File: src/rtl/traffic_ctrl_nway_pkg.sv
// Shared phase encodings and default timing for the N-way intersection controller.
package traffic_ctrl_nway_pkg;

    typedef enum logic [1:0] {
        PhAllRed = 2'd0,
        PhGreen  = 2'd1,
        PhYellow = 2'd2
    } phase_e;

    localparam int unsigned DEF_NUM_DIR     = 2;
    localparam int unsigned DEF_DIR_W       = 3;
    localparam int unsigned DEF_CNT_W       = 8;
    localparam int unsigned DEF_T_GREEN_MIN = 10;
    localparam int unsigned DEF_T_GREEN_MAX = 40;
    localparam int unsigned DEF_T_YELLOW    = 4;
    localparam int unsigned DEF_T_ALLRED    = 2;

endpackage

File: src/rtl/traffic_ctrl_nway_rr_next_dir.sv
// Combinational round-robin picker: next approach to serve, with preemption override.
module rr_next_dir
    import traffic_ctrl_nway_pkg::*;
#(
    parameter int unsigned NUM_DIR = DEF_NUM_DIR,
    parameter int unsigned DIR_W   = DEF_DIR_W
) (
    input  logic [NUM_DIR-1:0] car,
    input  logic [DIR_W-1:0]   active_dir,
    input  logic               preempt_req,
    input  logic [DIR_W-1:0]   preempt_dir,
    output logic [DIR_W-1:0]   next_dir
);

    int unsigned w_cand;

    always_comb begin
        w_cand   = 0;
        next_dir = DIR_W'((32'(active_dir) + 1) % NUM_DIR);
        // Walk from farthest to nearest so the nearest waiting approach wins.
        for (int unsigned i = NUM_DIR; i >= 1; i--) begin
            w_cand = (32'(active_dir) + i) % NUM_DIR;
            for (int unsigned j = 0; j < NUM_DIR; j++) begin
                if (j == w_cand && car[j]) begin
                    next_dir = DIR_W'(j);
                end
            end
        end
        if (preempt_req && (32'(preempt_dir) < NUM_DIR)) begin
            next_dir = preempt_dir;
        end
    end

endmodule

File: src/rtl/traffic_ctrl_nway.sv
// N-way intersection controller: all-red / green / yellow sequencing with demand-extended
// green, round-robin service of waiting approaches and emergency preemption.
module traffic_ctrl_nway
    import traffic_ctrl_nway_pkg::*;
#(
    parameter int unsigned NUM_DIR     = DEF_NUM_DIR,
    parameter int unsigned DIR_W       = DEF_DIR_W,
    parameter int unsigned CNT_W       = DEF_CNT_W,
    parameter int unsigned T_GREEN_MIN = DEF_T_GREEN_MIN,
    parameter int unsigned T_GREEN_MAX = DEF_T_GREEN_MAX,
    parameter int unsigned T_YELLOW    = DEF_T_YELLOW,
    parameter int unsigned T_ALLRED    = DEF_T_ALLRED
) (
    input  logic               clk,
    input  logic               R,
    input  logic [NUM_DIR-1:0] car,
    input  logic               preempt_req,
    input  logic [DIR_W-1:0]   preempt_dir,
    output logic [NUM_DIR-1:0] red,
    output logic [NUM_DIR-1:0] green,
    output logic [NUM_DIR-1:0] yellow,
    output logic [DIR_W-1:0]   active_dir,
    output logic [1:0]         phase,
    output logic [CNT_W-1:0]   timer
);

    phase_e             r_phase;
    phase_e             w_phase_nxt;
    logic [DIR_W-1:0]   r_dir;
    logic [DIR_W-1:0]   w_dir_nxt;
    logic [DIR_W-1:0]   w_rr_dir;
    logic [CNT_W-1:0]   r_timer;
    logic [NUM_DIR-1:0] w_sel;
    logic               w_pre_valid;
    logic               w_other_car;

    rr_next_dir #(
        .NUM_DIR (NUM_DIR),
        .DIR_W   (DIR_W)
    ) u_rr_next_dir (
        .car         (car),
        .active_dir  (r_dir),
        .preempt_req (preempt_req),
        .preempt_dir (preempt_dir),
        .next_dir    (w_rr_dir)
    );

    always_comb begin
        w_sel = '0;
        for (int unsigned i = 0; i < NUM_DIR; i++) begin
            w_sel[i] = (r_dir == DIR_W'(i));
        end
    end

    assign w_pre_valid = preempt_req && (32'(preempt_dir) < NUM_DIR);
    assign w_other_car = |(car & ~w_sel);

    always_ff @(posedge clk or posedge R) begin
        if (R) begin
            r_phase <= PhAllRed;
            r_dir   <= DIR_W'(NUM_DIR - 1);
            r_timer <= '0;
        end else begin
            r_phase <= w_phase_nxt;
            r_dir   <= w_dir_nxt;
            if (w_phase_nxt != r_phase) begin
                r_timer <= '0;
            end else if (r_timer != '1) begin
                r_timer <= r_timer + 1'b1;
            end
        end
    end

    always_comb begin
        w_phase_nxt = r_phase;
        w_dir_nxt   = r_dir;
        case (r_phase)
            PhAllRed: begin
                if (r_timer == CNT_W'(T_ALLRED - 1)) begin
                    w_phase_nxt = PhGreen;
                    w_dir_nxt   = w_rr_dir;
                end
            end
            PhGreen: begin
                // A held preemption toward the served approach pins green past the maximum.
                if (w_pre_valid) begin
                    if (preempt_dir != r_dir) begin
                        w_phase_nxt = PhYellow;
                    end
                end else if ((r_timer >= CNT_W'(T_GREEN_MIN - 1) && w_other_car) ||
                             (r_timer >= CNT_W'(T_GREEN_MAX - 1))) begin
                    w_phase_nxt = PhYellow;
                end
            end
            PhYellow: begin
                if (r_timer == CNT_W'(T_YELLOW - 1)) begin
                    w_phase_nxt = PhAllRed;
                end
            end
            default: w_phase_nxt = PhAllRed;
        endcase
    end

    always_comb begin
        red    = '1;
        green  = '0;
        yellow = '0;
        case (r_phase)
            PhGreen: begin
                green = w_sel;
                red   = ~w_sel;
            end
            PhYellow: begin
                yellow = w_sel;
                red    = ~w_sel;
            end
            default: ;
        endcase
    end

    assign active_dir = r_dir;
    assign phase      = r_phase;
    assign timer      = r_timer;

endmodule

File: config.mk
export PLATFORM = sky130hd
export DESIGN_NAME = traffic_ctrl_nway
export DESIGN_NICKNAME = d
export VERILOG_FILES = /design/src/rtl/traffic_ctrl_nway_pkg.sv /design/src/rtl/traffic_ctrl_nway_rr_next_dir.sv /design/src/rtl/traffic_ctrl_nway.sv
export SDC_FILE = /design/constraint.sdc
export NUM_CORES = 1
export LEC_CHECK = 0
export ABC_AREA = 1
export BUFFER_PORTS_ARGS = -buffer_cell sky130_fd_sc_hd__buf_2
export CELL_PAD_IN_SITES_DETAIL_PLACEMENT = 1
export CELL_PAD_IN_SITES_GLOBAL_PLACEMENT = 1
export CORE_MARGIN = 1
export CORE_UTILIZATION = 36
export CTS_CLUSTER_SIZE = 30
export DETAILED_ROUTE_END_ITERATION = 10
export GPL_ROUTABILITY_DRIVEN = 0
export PLACE_DENSITY_LB_ADDON = 0.1
export SETUP_SLACK_MARGIN = 0.05
export SYNTH_ARGS = -nofsm -noshare
export SYNTH_HDL_FRONTEND = slang
export SYNTH_SLANG_ARGS = --single-unit
File: constraint.sdc
create_clock -name clk -period 2 [get_ports clk]
set_input_delay 0.2 -clock clk [delete_from_list [all_inputs] [get_ports clk]]
set_output_delay 0.2 -clock clk [all_outputs]
set_load 0.05 [all_outputs]
==> flow_summary.toml, run 1 <==
[placed_design]
hpwl_um = 2180
dp_cells = 208
io_buffers = 26
dp_slack_ps = 208

[worst_hold_path]
hp-class = "in -> reg"
holdCritStartpoint = "preempt_dir[0]"
hold-path-cell-count = 5

[detailed_routing]
dr_total_vias = 1042
routedWlPerCell_um = 12.6
drtIter0Drc = 34
drc_errors = 0
viasPerCell = 4.89
drtAntennaViolNets = 0
wirelength_um = 2690
drtPass1Iterations = 4

[timing]
clock_skew_ps = 4.90
finalWorstSetupSlack_ps = 218
fin_tns_setup_ps = 0
slew_viol_final = 0
finalHoldViolCount = 0
maxSlewHeadroom = 0.624
period_needed_ps = 1780
setup_viol = 0
worstMarginPinSlew_ps = 564
fin_crit_sh = 0.891
rsz0062_at_grt = "true"
max_freq_ghz = 0.561

[setup_path]
start_kind = "register"
crit_arrival_ps = 1990
path_cells = "inv_1, ha_2, inv_1, nand3_1, nand2_1, nand2_1, nand2_1, nand2_1, nand2_1, nand2_1, nand2_2, nand3_1, nand3_4, nor2_1"
slowest_delay_ps = 420
crit_type = "reg -> reg"
r2r-start = "timer[1]"
cp_common_cell = "nand2_1"
worst-r2r-cell-count = 14
crit_path_end_kind = "register"
critPathMaxFanout = 8
startpoint = "timer[1]"
cp_data_required_time_ps = 2210
cp_slowest_cell = "dfrtp_1"

[global_routing]
grt_overflow = 0
antenna_found_initial = 0
grt_max_degree = 14
grt_util_all_layers = 0.191
grt_pass1_vias = 1055
grt_pass1_wl_um = 4690

[floorplan]
die_width_um = 55.7
dieArea_um2 = 3100
start_util = 0.379
row_count = 19
io_pins = 27
coreArea_um2 = 2730
die_h_um = 55.7

[power_and_ir_drop]
powerDensity_nw_per_um2 = 368
worst_ir_drop_vdd_v = 0.000303
p_leak_nw = 0.755

[yosys]
postSynthAreaPerCell_um2 = 6.87
ys_types = 22
seq_area_frac_synth = 0.315
synth.cell_area_um2 = 1040
syn_nets = 166
ys_warn_count = 0
netlist_top_cells_area = "dfrtp_1, nand2_1, inv_1"
yosysTopAreaCell = "dfrtp_1"
ys_seq_elements = 13
synth_top_area_share = 0.290
syn_inst = 151

[layout]
fillers = 381
fin_cells = 213
antennaDiodeCount = 0
syn_to_final_growth_pct = 20.4
multiInputGateArea_um2 = 603
seqCellArea_um2 = 328
num-nets-final = 198
drive_gt1_frac = 0.247

[cts]
cts_buffers = 3
cts_max_level = 1
cts_tree = "yes"
clockBufferDepth = 2
cts-root-buf = "clkbuf_4"
cts.sinks = 13
cts.reportedPaths.clkPinSlew_ps = 90
clk_latency_ps = 280
cts_setup_buffers = 0

[status]
outcome = "finished, final reports clean"

[flow_run]
drv_cap = 0
==> sequential cells by signal (all words and copies together), names as in the netlist <==
| register | flops |
|---|---|
| timer | 8 |
| active_dir | 3 |
| phase | 2 |
==> worst paths after layout <==
check                                     end  slack, ps
worst min-delay path            active_dir[0]        290
max in group asynchronous            timer[0]       1090
worst max-delay path                 timer[5]        220
min in group asynchronous            timer[4]        510
worst max register to register       timer[5]        220
worst min register to register  active_dir[0]        580
==> through the flow <==
stage               power, W  hold slack [ps]  instance area [um^2]  utilization
floorplan           0.000282             76.2                  1040            -
global placement    0.000295              264                  1210        0.441
detailed placement  0.000296              276                  1210        0.441
CTS                 0.000466              299                  1240        0.454
global route        0.000485              355                  1250        0.457
finish              0.000460              294                  1250        0.457
==> worst max-delay path: cells and delay by family (launching register included) <==
kind | cells | cell delay [ps]
fa+ha+maj | 1 | 210
flops | 1 | 420
buf+inv | 2 | 160
simple gates | 11 | 930
==> layer usage <==
layer  vias up  wire, um  GRT usage
met3         4        97     0.0279
met1       482      1290      0.244
li1        532         -          -
met4         0        26     0.0750
met2        24      1280      0.324
met5         -         0          0
==> power by group <==
part / leakage [nW] / switching [W] / internal [W] / total, W
combinational: 0.609 / 0.0000173 / 0.0000111 / 0.0000284
sequential: 0.131 / 0 / 0.000263 / 0.000263
clock: 0.0150 / 0.0000915 / 0.0000774 / 0.000169
total: 0.755 / 0.000109 / 0.000351 / 0.000460
==> placed cells by master, fill, tap and decap left out, drive strengths merged <==
cell type    Yosys  routed
xor2             5       5
dfstp            1       1
nand4            5       5
and2b            1       1
nand2           39      39
o31ai            1       1
nor2            21      21
ha               7       7
inv             30      30
clkbuf           0       4
a21oi            5       5
xnor2            1       1
o21ai           10      10
dlygate4sd3      0       1
buf              0      26
nand3           12      12
nor4             1       1
dfrtp           12      12
==> Yosys cell counts <==
cell / number
o21ai_0: 8
xnor2_1: 1
o21ai_1: 2
inv_2: 1
a21oi_1: 5
nor4_1: 1
nand3_4: 1
nand2_2: 4
dfstp_2: 1
inv_1: 29
nor2_2: 4
nand2_1: 35
nor2_1: 16
xor2_1: 5
nand4_1: 5
nand3_2: 1
o31ai_1: 1
and2b_1: 1
nor2_4: 1
dfrtp_1: 12
nand3_1: 10
ha_1: 7
==> layout make-up <==
class / instances / area share
repair buffers: 27 / 0.112
flip-flops and latches: 13 / 0.263
well taps: 31 / 0.0311
inverters: 30 / 0.0902
clock buffers: 4 / 0.0210
multi-input cells: 108 / 0.483
==> logic make-up after synthesis <==
kind of cell	after synthesis	synth area share
compound gates	16	0.0796
xor+xnor	6	0.0507
fa+ha+maj	7	0.0844
buf+inv	30	0.109
flops	13	0.315
simple gates	79	0.362
==> repair_timing <==
action	4_1_cts	5_1_grt
hold buffers	1	0
endpoints found under the setup margin	0	7
endpoints found under the hold margin	12	0
gates resized for setup	0	3
No activity file was read; power rests on OpenSTA's default activity.
==> inputs of run 2 (changes only) <==
--- a/config.mk
+++ b/config.mk
@@ -11,9 +11,10 @@
 export CELL_PAD_IN_SITES_GLOBAL_PLACEMENT = 1
 export CORE_MARGIN = 1
-export CORE_UTILIZATION = 36
+export CORE_UTILIZATION = 32
 export CTS_CLUSTER_SIZE = 30
 export DETAILED_ROUTE_END_ITERATION = 10
 export GPL_ROUTABILITY_DRIVEN = 0
 export PLACE_DENSITY_LB_ADDON = 0.1
+export RECOVER_POWER = 25
 export SETUP_SLACK_MARGIN = 0.05
 export SYNTH_ARGS = -nofsm -noshare
==> constraint.sdc (replaced) <==
create_clock -name clk -period 1.5 [get_ports clk]
set_input_delay 0.3 -clock clk [delete_from_list [all_inputs] [get_ports clk]]
set_output_delay 0.3 -clock clk [all_outputs]
set_load 0.05 [all_outputs]
==> run 2 against run 1 <==
The flow now finishes with violations (setup timing). Final area up 42%. Routed wire length grew 26%. Clock-buffer cell count unchanged. Flip-flop and latch count stayed put. Non-clock buffer count grew 32. First-iteration DRC count increased by 50%. Global-route usage up 3.2 points. Worst setup slack lost 500 ps. Register-to-register slack worse by 500 ps. Combinational power rose by 50%. Critical path type unchanged. Largest cell class unchanged. Highest routed layer unchanged.
==> flow_summary.toml, run 2 (synthesis results as in run 1) <==
[timing]
setup_viol = 16
clock_skew_ps = 4.67
rsz0062_at_grt = "true"
maxSlewHeadroom = 0.633
period_needed_ps = 1790
fin_crit_sh = 1.19
fin_tns_setup_ps = -3360
max_freq_ghz = 0.560
finalHoldViolCount = 0
finalWorstSetupSlack_ps = -287
slew_viol_final = 0
worstMarginPinSlew_ps = 549

[layout]
largest_register_ffs = 8
final_common_cell = "nand2_1"
multiInputGateArea_um2 = 773
antennaDiodeCount = 0
num-nets-final = 230
fillers = 388
drive_gt1_frac = 0.523
syn_to_final_growth_pct = 71.5
seqCellArea_um2 = 342
final_cell_mix = "nand2_1, buf_4, inv_1"

[cts]
ctsHoldBuffers = 0
clockBufferDepth = 2
cts_max_level = 1
cts-root-buf = "clkbuf_4"
clk_latency_ps = 290
cts.reportedPaths.clkPinSlew_ps = 90
cts_buffers = 3
cts_tree = "yes"
cts.sinks = 13

[detailed_routing]
drtPass1Iterations = 4
drtAntennaViolNets = 0
viasPerCell = 4.58
wirelength_um = 3390
routedWlPerCell_um = 13.1
drc_errors = 0
drtIter0Drc = 51
dr_total_vias = 1181

[setup_path]
path_delay_family = "simple AND/OR/NAND/NOR gates"
worst-r2r-cell-count = 14
crit_arrival_ps = 2010
worstSetupPathDepth = 14
crit_path_end_kind = "register"
slowest_delay_ps = 530
crit_buf_inv = 1
crit_type = "reg -> reg"
path_cells = "ha_4, inv_2, nand3_2, nand2_1, nand2_1, nand2_2, nand2_1, nand2_1, nand2_1, nand2_2, nand2_2, nand2_2, nand3_4, nor2_1"
r2r_slack_ps = -290
cp_data_required_time_ps = 1720
start_kind = "register"
r2r-start = "timer[0]"
startpoint = "timer[0]"
cp_slowest_cell = "dfrtp_4"
critPathMaxFanout = 8
cp_common_cell = "nand2_1"

[global_routing]
grt_pass1_wl_um = 5730
antenna_found_initial = 0
grt_pass1_vias = 1268
grt_max_degree = 14
grt_util_all_layers = 0.223
grt_overflow = 0

[power_and_ir_drop]
p_leak_nw = 0.929
powerDensity_nw_per_um2 = 356
worst_ir_drop_vdd_v = 0.000332
power_w = 0.000633

[status]
violations = "setup timing"
outcome = "finished, violations left"

[floorplan]
dieArea_um2 = 3470
die_width_um = 58.9
row_count = 20
die_h_um = 58.9
io_pins = 27
start_util = 0.340
coreArea_um2 = 3050

[worst_hold_path]
hp-class = "in -> async"

[placed_design]
io_buffers = 26
hpwl_um = 2570

[flow_run]
drv_cap = 0
-- run 2: cell types whose count changed in the layout (fill, tap and decap cells not counted), moves of 6 or more --
cell and change:
ha_4 +6, buf_2 -10, dfrtp_1 -6, buf_6 +10, inv_1 -7, nor2_1 -6
buf_4 +28
-- run 2: repair_timing --
| item | CTS | global route |
|---|---|---|
| cloned | 0 | 0 |
| pin swaps | 12 | 10 |
| resized for setup | 34 | 22 |
| setup endpoints to repair | 18 | 21 |
| buffers inserted | 2 | 5 |
-- run 2: metal layers --
metal	track usage	share of wire	vias up
li1	-	-	596
met1	0.262	0.43	555
met2	0.409	0.52	23
met3	0.0264	0.026	7
met4	0.0918	0.025	0
met5	0	0	-
-- run 2: stage by stage --
stage                     cells  setup slack (ps)  hold WS [ps]  area (um^2)  utilization
final                       258              -287          33.1         1780        0.583
after global routing        258              -432          79.2         1780        0.583
after CTS                   254              -255          53.0         1680        0.551
after detailed placement    248              -312           378         1520        0.497
after global placement      248              -253           366         1520        0.497
after floorplan             151              -184           176         1130            -
-- run 2: power breakdown --
part / leakage [nW] / internal (W) / switching, W
combinational: 0.788 / 0.0000155 / 0.0000272
clock: 0.0150 / 0.000104 / 0.000137
sequential: 0.125 / 0.000350 / 0
-- run 2: worst paths after layout --
kind | to
max in group asynchronous | timer[0]
max | timer[2]
min reg2reg | active_dir[0]
min in group clk | active_dir[0]
max reg2reg | timer[2]
min | timer[7]
-- run 2: layout make-up --
type / instances / share of cell area
Sequential cell: 13 / 0.192
Multi-Input combinational cell: 108 / 0.435
Inverter: 30 / 0.0675
Clock buffer: 4 / 0.0148
Timing Repair Buffer: 59 / 0.260
Tap cell: 44 / 0.0309
==> inputs of run 3 (changes only) <==
- SKIP_CTS_REPAIR_TIMING: default -> 1
==> run 3 against run 2 <==
The flow still finishes with violations (setup timing). Die area stayed put. Global-route usage is 1.5 points lower. Critical path depth stayed put. First-iteration DRC count is 37% lower. Flip-flop and latch count stayed put. Sequential power hardly changed. Register-to-register slack hardly changed. Cell count is 1.6% lower. Via count is 1.3% lower. Clock-buffer cell count stayed put. Final area is 3.0% lower. Highest routed layer unchanged.
==> flow_summary.toml, run 3 (synthesis results as in run 1) <==
[setup_path]
crit_buf_inv = 1
cp_slowest_cell = "dfrtp_4"
cp_data_required_time_ps = 1730
r2r_slack_ps = -290
crit_arrival_ps = 2020
start_kind = "register"
cp_common_cell = "nand2_1"
worst-r2r-cell-count = 14
critPathMaxFanout = 8
crit_type = "reg -> reg"
r2r_end = "timer[3]"
path_cells = "ha_4, inv_2, nand3_2, nand2_1, nand2_1, nand2_2, nand2_1, nand2_1, nand2_1, nand2_2, nand2_2, nand2_2, nand3_4, nor2_4"
path_delay_family = "simple AND/OR/NAND/NOR gates"
slowest_delay_ps = 530
worstSetupPathDepth = 14
startpoint = "timer[0]"
r2r-start = "timer[0]"
crit_path_end_kind = "register"
critPathCapture = "timer[3]"

[cts]
clk_latency_ps = 290
cts-root-buf = "clkbuf_4"
cts_max_level = 1
cts.sinks = 13
clockBufferDepth = 2
cts_tree = "yes"
cts_buffers = 3
cts.reportedPaths.clkPinSlew_ps = 90

[floorplan]
start_util = 0.340
die_width_um = 58.9
dieArea_um2 = 3470
row_count = 20
coreArea_um2 = 3050
die_h_um = 58.9
io_pins = 27

[timing]
period_needed_ps = 1790
max_freq_ghz = 0.559
fin_crit_sh = 1.19
clock_skew_ps = 3.39
finalWorstSetupSlack_ps = -288
slew_viol_final = 0
maxSlewHeadroom = 0.634
finalHoldViolCount = 0
worst_hold_slack_ps = 33.5
rsz0062_at_grt = "true"
worstMarginPinSlew_ps = 549
setup_viol = 16

[layout]
final_cell_mix = "nand2_1, buf_4, inv_1"
antennaDiodeCount = 0
syn_to_final_growth_pct = 66.5
largest_register_ffs = 8
final_common_cell = "nand2_1"
num-nets-final = 226
drive_gt1_frac = 0.500
fin_cells = 254

[status]
outcome = "finished, violations left"
violations = "setup timing"

[global_routing]
grt_pass1_vias = 1233
grt_max_degree = 14
antenna_found_initial = 0
grt_util_all_layers = 0.208
grt_pass1_wl_um = 5380
grt_overflow = 0

[detailed_routing]
wirelength_um = 3360
drc_errors = 0
viasPerCell = 4.59
routedWlPerCell_um = 13.2
dr_total_vias = 1166
drtIter0Drc = 32
drtPass1Iterations = 4
drtAntennaViolNets = 0

[flow_run]
drv_cap = 0

[worst_hold_path]
hp-class = "in -> async"

[power_and_ir_drop]
powerDensity_nw_per_um2 = 365
p_leak_nw = 0.913
worst_ir_drop_vdd_v = 0.000334

[placed_design]
io_buffers = 26
dp_slack_ps = -312
hpwl_um = 2570
dp_cells = 248
==> run 3: cell count changes in the layout (fill, tap and decap cells not counted), moves of 2 or more <==
cell,delta
o21ai_1,-2
o21ai_0,+3
nand2_2,-2
nand2_1,+2
buf_4,-4
==> run 3: metal layers <==
layer / routed length, um / vias up / track usage
met5: 0 / - / 0
met4: 74 / 0 / 0.0918
met3: 98 / 7 / 0.0264
met2: 1780 / 23 / 0.369
met1: 1410 / 541 / 0.251
li1: - / 595 / -
==> run 3: layout make-up <==
cell class,count,area [um^2]
inverter,30,118
multi-input combinational,108,749
timing repair buffer,55,437
sequential,13,342
clock buffer,4,26.3
fill,382,1330
tap,44,55.1
==> run 3: worst register-to-register path, delay by kind of cell (launching register included) <==
family,cells,cell delay (ps)
flops,1,530
buf+inv,1,50
simple gates,12,970
fa+ha+maj,1,190
==> run 3: power by group <==
part           switching, W  internal [W]  total (W)  leakage, nW
Sequential                0      0.000350   0.000350        0.125
Combinational     0.0000255     0.0000143  0.0000398        0.773
Clock              0.000136      0.000104   0.000240       0.0150
Total              0.000162      0.000468   0.000630        0.913
==> run 3: stage by stage <==
stage               area (um^2)  utilization  TNS (ps)  total power, W
floorplan                  1130            -     -1840        0.000376
global placement           1520        0.497     -2020        0.000395
detailed placement         1520        0.497     -2330        0.000397
CTS                        1540        0.506     -4460        0.000640
global route               1730        0.566     -5110        0.000658
finish                     1730        0.566     -3430        0.000630
==> run 3: worst min path at each step <==
stage                           to  slack [ps]  cells past startpoint
after floorplan           timer[3]         180                      1
after global placement    timer[5]         370                      2
after detailed placement  timer[6]         380                      2
after CTS                 timer[6]          50                      2
after global routing      timer[7]          80                      2
final                     timer[7]          30                      2
